File: config.mk
export PLATFORM = sky130hd
export DESIGN_NAME = mem_loader
export DESIGN_NICKNAME = d
export VERILOG_FILES = /design/src/rtl/mem_loader.sv
export SDC_FILE = /design/constraint.sdc
export NUM_CORES = 1
export LEC_CHECK = 0
export BUFFER_PORTS_ARGS = -buffer_cell sky130_fd_sc_hd__buf_2
export CAP_MARGIN = 20
export CORE_UTILIZATION = 45
export CTS_CLUSTER_DIAMETER = 150
export CTS_CLUSTER_SIZE = 16
export DETAILED_ROUTE_END_ITERATION = 10
export GPL_TIMING_DRIVEN = 0
export PLACE_DENSITY = 0.64
export SYNTH_ARGS = -nofsm -noshare
export SYNTH_HDL_FRONTEND = slang
export SYNTH_SLANG_ARGS = --single-unit
File: constraint.sdc
create_clock -name clk -period 6 [get_ports clk]
set_clock_uncertainty 0.15 [all_clocks]
set_input_delay 0 -clock clk [delete_from_list [all_inputs] [get_ports clk]]
set_output_delay 0 -clock clk [all_outputs]
set_load 0.05 [all_outputs]
File: src/rtl/mem_loader.sv
`default_nettype none
// ============================================================================
// Module      : mem_loader
// Description : Byte-stream program loader for the LC3 memory write port.
//               Frame: ADDR_HI ADDR_LO LEN_HI LEN_LO then LEN big-endian
//               16-bit words written to consecutive addresses.
//               Optional macro LOADER_VERIFY_EN adds a read-back VERIFY
//               cycle after every performed write.
// Revision    : 1.0 - initial release
// ============================================================================
module mem_loader #(
  parameter int N_ELEMENTS = 128,
  parameter int ADDR_WIDTH = 16,
  parameter int DATA_WIDTH = 16
) (
  input  logic                  clk,
  input  logic                  rst,
  input  logic                  start,
  input  logic [7:0]            in_data,
  input  logic                  in_valid,
  output logic                  in_ready,
  output logic [ADDR_WIDTH-1:0] w_addr,
  output logic [DATA_WIDTH-1:0] w_data,
  output logic                  w_en,
  output logic [ADDR_WIDTH-1:0] r_addr,
  input  logic [DATA_WIDTH-1:0] r_data,
  output logic                  busy,
  output logic                  done,
  output logic                  err,
  output logic [ADDR_WIDTH-1:0] words_written
);

  // One extra bit so N_ELEMENTS = 2^ADDR_WIDTH would still be representable.
  localparam logic [ADDR_WIDTH:0]   c_N_LIMIT = (ADDR_WIDTH+1)'(N_ELEMENTS);
  localparam logic [ADDR_WIDTH-1:0] c_ONE     = ADDR_WIDTH'(1);

  typedef enum logic [3:0] {
    S_IDLE    = 4'd0,
    S_ADDR_HI = 4'd1,
    S_ADDR_LO = 4'd2,
    S_LEN_HI  = 4'd3,
    S_LEN_LO  = 4'd4,
    S_DATA_HI = 4'd5,
    S_DATA_LO = 4'd6,
    S_WRITE   = 4'd7,
    S_VERIFY  = 4'd8,
    S_DONE    = 4'd9
  } state_t;

  state_t                r_state;
  logic [7:0]            r_hi_byte;     // high byte of the field being assembled
  logic [ADDR_WIDTH-1:0] r_cur_addr;
  logic [ADDR_WIDTH-1:0] r_remaining;
  logic                  r_in_ready;
  logic [ADDR_WIDTH-1:0] r_w_addr;
  logic [DATA_WIDTH-1:0] r_w_data;
  logic                  r_w_en;
  logic                  r_busy;
  logic                  r_done;
  logic                  r_err;
  logic [ADDR_WIDTH-1:0] r_words;

  logic                  w_accept;
  logic [15:0]           w_field;
  logic [ADDR_WIDTH-1:0] w_field_a;
  logic [DATA_WIDTH-1:0] w_word;
  logic                  w_in_range;

  // Byte handshake and field assembly from the stored high byte plus current byte.
  assign w_accept   = in_valid & r_in_ready;
  assign w_field    = {r_hi_byte, in_data};
  assign w_field_a  = ADDR_WIDTH'(w_field);
  assign w_word     = DATA_WIDTH'(w_field);
  assign w_in_range = ({1'b0, r_cur_addr} < c_N_LIMIT);

`ifdef LOADER_VERIFY_EN
  logic [ADDR_WIDTH-1:0] r_r_addr;
  assign r_addr = r_r_addr;
`else
  logic w_unused_rdata;
  assign w_unused_rdata = ^r_data;
  assign r_addr = '0;
`endif

  // Loader FSM: header parse, word assembly, write strobe and optional read-back.
  always_ff @(posedge clk) begin
    if (!rst) begin
      r_state     <= S_IDLE;
      r_hi_byte   <= '0;
      r_cur_addr  <= '0;
      r_remaining <= '0;
      r_in_ready  <= 1'b0;
      r_w_addr    <= '0;
      r_w_data    <= '0;
      r_w_en      <= 1'b0;
      r_busy      <= 1'b0;
      r_done      <= 1'b0;
      r_err       <= 1'b0;
      r_words     <= '0;
`ifdef LOADER_VERIFY_EN
      r_r_addr    <= '0;
`endif
    end else begin
      case (r_state)
        S_IDLE, S_DONE: begin
          if (start) begin
            r_state    <= S_ADDR_HI;
            r_in_ready <= 1'b1;
            r_busy     <= 1'b1;
            r_done     <= 1'b0;
            r_err      <= 1'b0;
            r_words    <= '0;
          end
        end
        S_ADDR_HI: begin
          if (w_accept) begin
            r_hi_byte <= in_data;
            r_state   <= S_ADDR_LO;
          end
        end
        S_ADDR_LO: begin
          if (w_accept) begin
            r_cur_addr <= w_field_a;
            r_state    <= S_LEN_HI;
          end
        end
        S_LEN_HI: begin
          if (w_accept) begin
            r_hi_byte <= in_data;
            r_state   <= S_LEN_LO;
          end
        end
        S_LEN_LO: begin
          if (w_accept) begin
            r_remaining <= w_field_a;
            if (w_field_a == '0) begin
              // Empty image: finish without touching memory.
              r_state    <= S_DONE;
              r_in_ready <= 1'b0;
              r_busy     <= 1'b0;
              r_done     <= 1'b1;
            end else begin
              r_state <= S_DATA_HI;
            end
          end
        end
        S_DATA_HI: begin
          if (w_accept) begin
            r_hi_byte <= in_data;
            r_state   <= S_DATA_LO;
          end
        end
        S_DATA_LO: begin
          if (w_accept) begin
            // The write strobe is registered here so it is visible during WRITE,
            // exactly one cycle after the low-byte handshake.
            r_state     <= S_WRITE;
            r_in_ready  <= 1'b0;
            r_cur_addr  <= r_cur_addr + c_ONE;
            r_remaining <= r_remaining - c_ONE;
            if (w_in_range) begin
              r_w_en   <= 1'b1;
              r_w_addr <= r_cur_addr;
              r_w_data <= w_word;
              r_words  <= r_words + c_ONE;
            end else begin
              // Out-of-range word is consumed to keep framing, but flagged.
              r_err <= 1'b1;
            end
          end
        end
        S_WRITE: begin
          r_w_en <= 1'b0;
`ifdef LOADER_VERIFY_EN
          if (r_w_en) begin
            r_state  <= S_VERIFY;
            r_r_addr <= r_w_addr;
          end else
`endif
          if (r_remaining == '0) begin
            r_state <= S_DONE;
            r_busy  <= 1'b0;
            r_done  <= 1'b1;
          end else begin
            r_state    <= S_DATA_HI;
            r_in_ready <= 1'b1;
          end
        end
`ifdef LOADER_VERIFY_EN
        S_VERIFY: begin
          // Memory read is asynchronous and the write landed at the end of WRITE.
          if (r_data != r_w_data) begin
            r_err <= 1'b1;
          end
          if (r_remaining == '0) begin
            r_state <= S_DONE;
            r_busy  <= 1'b0;
            r_done  <= 1'b1;
          end else begin
            r_state    <= S_DATA_HI;
            r_in_ready <= 1'b1;
          end
        end
`endif
        default: begin
          r_state    <= S_IDLE;
          r_in_ready <= 1'b0;
          r_w_en     <= 1'b0;
          r_busy     <= 1'b0;
          r_done     <= 1'b0;
        end
      endcase
    end
  end

  assign in_ready      = r_in_ready;
  assign w_addr        = r_w_addr;
  assign w_data        = r_w_data;
  assign w_en          = r_w_en;
  assign busy          = r_busy;
  assign done          = r_done;
  assign err           = r_err;
  assign words_written = r_words;

endmodule
`default_nettype wire

Word level (Yosys, flattened, before mapping)
Index checks and enable logic that the tools add are counted.
Storage, ports and cells
  input bits: 28
  bits in registers: 97
Cells by class
  multiplexer cells: 38
  add/subtract/negate cells: 3
  eq/ne operators: 20
  $lt $le $gt $ge: 1
  reductions and logical operators: 21
  bitwise logic cells: 4
Operators with widths (count)
  $mux 16: 6
  $pmux 16 s2: 3
  $mux 4: 9
  $add 16x1->16 const B: 2
  $logic_not 16->1: 2
  $pmux 4 s8: 1
  $ne 2x2->1 const B: 12
  $eq 4x3->1 const B: 4
  $lt 16x8->1 const B: 1
  $sub 16x1->16 const B: 1
  $mux 1: 14
  $reduce_and 3->1: 4
  $eq 4x2->1 const B: 2
  $pmux 1 s4: 2
  $reduce_and 4->1: 2
  $reduce_and 7->1: 1
  $reduce_or 7->1: 1
  $reduce_and 6->1: 1
  $reduce_bool 2->1: 3
  $pmux 1 s5: 1
  $reduce_and 5->1: 1
  $reduce_or 5->1: 1
  $eq 4x1->1 const B: 1
  $eq 4x4->1 const B: 1
  8 further kinds: 11

Longest topological paths before layout
  depth after elaboration: 4
  depth in mapped cells: 8

Worst setup path before layout
OpenSTA, ideal clock, no wires.
  path type: reg2reg
  start: register r_in_ready (netlist: in_ready)
  end: register r_remaining[2]
  stages on the path, launching flop included: 7
  path buffers: 2
  path slack: 3.733 ns
  setup time: 0.132 ns
  arrival: 1.985 ns
  clock period less this slack: 2.267 ns
  cells stage by stage: dfxtp_1 nand2_1 or4_1 clkbuf_1 clkbuf_1 o21ai_0 a21oi_1
On the way
  word-level cells in the longest chain between the ends: 3
  elaborated cells between the ends (all ways): 4
RTL lines
  from (decl): line 54  | logic r_in_ready;
  from (signal assigned): line 92  | r_in_ready <= 1'b0;
  from (signal assigned): line 108  | r_in_ready <= 1'b1;
  from (signal assigned): line 139  | r_in_ready <= 1'b0;
  $and 1x1->1 *: line 70  | assign w_accept = in_valid & r_in_ready;
  $ne 2x2->1 (no line)
  $reduce_and 3->1 (no line) *
  to (signal assigned): line 135  | r_remaining <= w_field_a;
  to (signal assigned): line 160  | r_remaining <= r_remaining - c_ONE;
  to (decl): line 53  | logic [ADDR_WIDTH-1:0] r_remaining;
Every way passes the cells marked *; elsewhere a longest branch is shown, timed or not.
A chain may end at the register's enable or synchronous reset.

Final worst setup path
  start: register r_state[3]
  end: register r_remaining[1]
On the way
  word-level cells in the longest chain between the ends: 3
  elaborated cells between the ends (all ways): 7
RTL lines
  from (decl): line 50  | state_t r_state;
  from (signal assigned): line 88  | r_state <= S_IDLE;
  from (signal assigned): line 107  | r_state <= S_ADDR_HI;
  from (signal assigned): line 118  | r_state <= S_ADDR_LO;
  $eq 4x3->1: line 104  | case (r_state)
  $ne 2x2->1 (no line) / $reduce_bool 2->1 (equally long branches)
  $reduce_and 3->1 (no line)
Parallel ways exist; a longest one is shown, timed or not.

==> flow_summary.ini <==
[grt]
track_usage_pct = 26.7
overflow = 0
antenna_found_initial = 0
grt_pass1_vias = 4790
grt_start_max_net_pins = 16
grt_pass1_wl_mm = 24.0

[sta]
period_share_pct = 40.7
hold_viol = 0
final-setup-viol-count = 0
layout_min_cycle_time_ns = 2.44
totalNegativeSetupSlack_ns = 0
rsz0062_at_grt = false
tightest_slew_ns = 0.867
holdWs_ns = 0.134
max-slew-margin-rel_pct = 41.6
max_freq_mhz = 410
slew_violations = 0

[cts]
root_buffer = clkbuf_8
clkLatencyLatePin_ns = 0.38
tritoncts = yes
ctsHoldBuffers = 10
clkTransAtPathRegs_ns = 0.09
clock-sinks = 97
post_cts_buffers = 0
h-tree-depth = 3
cts_resized = 0
numCtsBuffers = 9
cts_buffer_depth = 2

[detailed_routing]
first_pass_iters = 5
drt_iter0_drc = 390
num_vias = 5096
drt_wl_total_mm = 14.8
avgRoutedWirePerCell_um = 16.9
drtAntennaViolNets = 0
drcViolationCount = 0
routed_via_density = 5.82

[critical_path]
r2r-start = r_state[3]
required_ns = 6.16
cp_max_fo = 10
reg2regPathDepth = 8
path_class = register to register
worstReg2RegEnd = r_remaining[1]
arrival_ns = 2.60
r2r_slack_ns = 3.56
end_kind = register
crit_path_start_kind = register

[yosys]
yosysTopAreaCell = dfxtp_1
yosys_warnings = 0
synthArstFlopShare_pct = 0
synth.avg_cell_area_um2 = 7.78
synth_edf_count = 0
netlist_instances = 637
ys_seq_area_share_pct = 39.2
syn-cell-area_mm2 = 0.00496
ys_ff_latch = 97
yosys-top-cells-area = dfxtp_1 39%, a21oi_1 8.2%, nand2_1 7.3%, nor2_1 4.5%, o21ai_0 2.9%
ys_types = 70
synth_top_area_share_pct = 39.2
synthFlopType = dfxtp_1

[power]
leakage_nw = 2.27
power_density_mw_per_mm2 = 206
ir_drop_uv = 123

[finish]
multi_input_comb_area_mm2 = 0.00270
fin_nets = 768
area_growth_pct = 16.7
n_antenna_cell = 0
seqCellArea_mm2 = 0.00194
fill_cells = 997
drive_gt1_share_pct = 16.5

[flow_run]
max-cap-violations = 0

[die]
initial_utilization_pct = 47.2
dieArea_mm2 = 0.0114
core_area_mm2 = 0.0105
rows = 37
ios = 97
die_height_um = 107
die_x_um = 107

[min_path]
hold_path.class = input pin to register
hold_path_startpoint = in_valid
hold_end = r_state[1]
worstHoldPathCells = 4

[place]
place.gp.congestion = 0.927
post-dp-hpwl_mm = 10.4
port_buffers = 63

[status]
status = complete, no violations
==> synth_stat cells, types with 3 or more instances <==
| cell type | number |
|---|---|
| nor4_1 | 11 |
| o21ai_0 | 29 |
| ha_1 | 4 |
| buf_4 | 16 |
| or4_1 | 14 |
| buf_2 | 7 |
| a311oi_1 | 5 |
| a21o_1 | 5 |
| nand3b_1 | 4 |
| nor3_1 | 9 |
| nand2_1 | 96 |
| nor2_1 | 60 |
| nand4_1 | 9 |
| o31ai_1 | 15 |
| a31oi_1 | 6 |
| clkbuf_1 | 36 |
| and2_1 | 5 |
| a31o_2 | 3 |
| or3_1 | 7 |
| a22oi_1 | 5 |
| nand3_1 | 19 |
| buf_6 | 3 |
| inv_1 | 11 |
| mux2i_1 | 11 |
| and3_1 | 13 |
| o221a_2 | 4 |
| a21oi_1 | 81 |
| dfxtp_1 | 97 |
==> how the worst max path moves through the flow <==
| stage | start | to | slack [ns] | cells past startpoint |
|---|---|---|---|---|
| 3_3_place_gp | r_state[2] | r_remaining[3] | 3.63 | 6 |
| 4_1_cts | r_state[3] | r_remaining[1] | 3.61 | 8 |
| 5_1_grt | r_state[2] | r_remaining[3] | 3.43 | 6 |
| 6_report | r_state[3] | r_remaining[1] | 3.56 | 8 |
| 3_5_place_dp | r_state[3] | r_remaining[1] | 3.66 | 8 |
| 2_1_floorplan | in_ready | r_remaining[2] | 3.73 | 6 |
==> cells by family (layout without fill, tap and decap cells) <==
group           after synthesis  after routing  synth area share (%)
compound gates              184            184                  23.3
xor+xnor                      2              2                 0.505
fa+ha+maj                     4              4                  1.01
buf+inv                      74            162                  7.45
flops                        97             97                  39.2
mux                          11             11                  2.22
other cells                   1             16                0.0756
simple gates                264            264                  26.3
==> critical path: stages (launching register included) <==
cell and delay [ns]:
dfxtp_1 0.32, buf_2 0.20, nand4bb_1 0.21, clkbuf_1 0.44, clkbuf_1 0.48, nand2_1 0.23
o21ai_0 0.12, nand2_1 0.07, a21oi_1 0.16
==> placed cells by master, fill, tap and decap left out, types with 10 or more instances in the layout <==
master / n
dfxtp_1: 97
nand2_1: 96
a21oi_1: 81
buf_2: 70
nor2_1: 60
clkbuf_1: 37
o21ai_0: 29
nand3_1: 19
buf_4: 16
conb_1: 16
o31ai_1: 15
or4_1: 14
and3_1: 13
inv_1: 11
nor4_1: 11
mux2i_1: 11
dlygate4sd3_1: 10
==> routing by layer <==
metal / track usage (%) / up-vias / wire, um
met5: 0 / - / 0
met1: 35.0 / 2330 / 6390
met4: 13.5 / 0 / 463
met3: 4.74 / 43 / 1180
met2: 42.1 / 246 / 6770
li1: - / 2477 / -
==> cell type report <==
class	count	share of cell area, %
repair buffers	73	7.18
multi-input cells	481	46.7
flip-flops and latches	97	33.6
well taps	136	2.94
plain buffers	62	5.60
clock buffers	10	2.21
clock inverters	5	0.974
inverters	12	0.779
==> report_power, final <==
part / total (mW) / switching (mW) / internal, mW
clock: 0.426 / 0.235 / 0.191
combinational: 0.116 / 0.0808 / 0.0354
sequential: 0.651 / 0.00372 / 0.647
total: 1.19 / 0.320 / 0.873
==> sequential cells by signal, summed over array words and instances (netlist names) <==
name and count:
r_cur_addr 16, r_remaining 16, w_addr 16, w_data 16, words_written 16, r_hi_byte 8
r_state 4, busy 1, done 1, err 1, in_ready 1, w_en 1
==> stage by stage <==
stage | util, % | area [um2] | total power, mW | worst slack, ns | instances
after floorplan | - | 5010 | 0.747 | 3.73 | 652
after global placement | 52.3 | 5500 | 0.775 | 3.63 | 851
after detailed placement | 52.3 | 5500 | 0.775 | 3.66 | 851
after CTS | 55.0 | 5780 | 1.20 | 3.61 | 876
after global routing | 55.0 | 5780 | 1.23 | 3.43 | 876
final | 55.0 | 5780 | 1.19 | 3.56 | 876
Power figures use the tool's default switching activity.
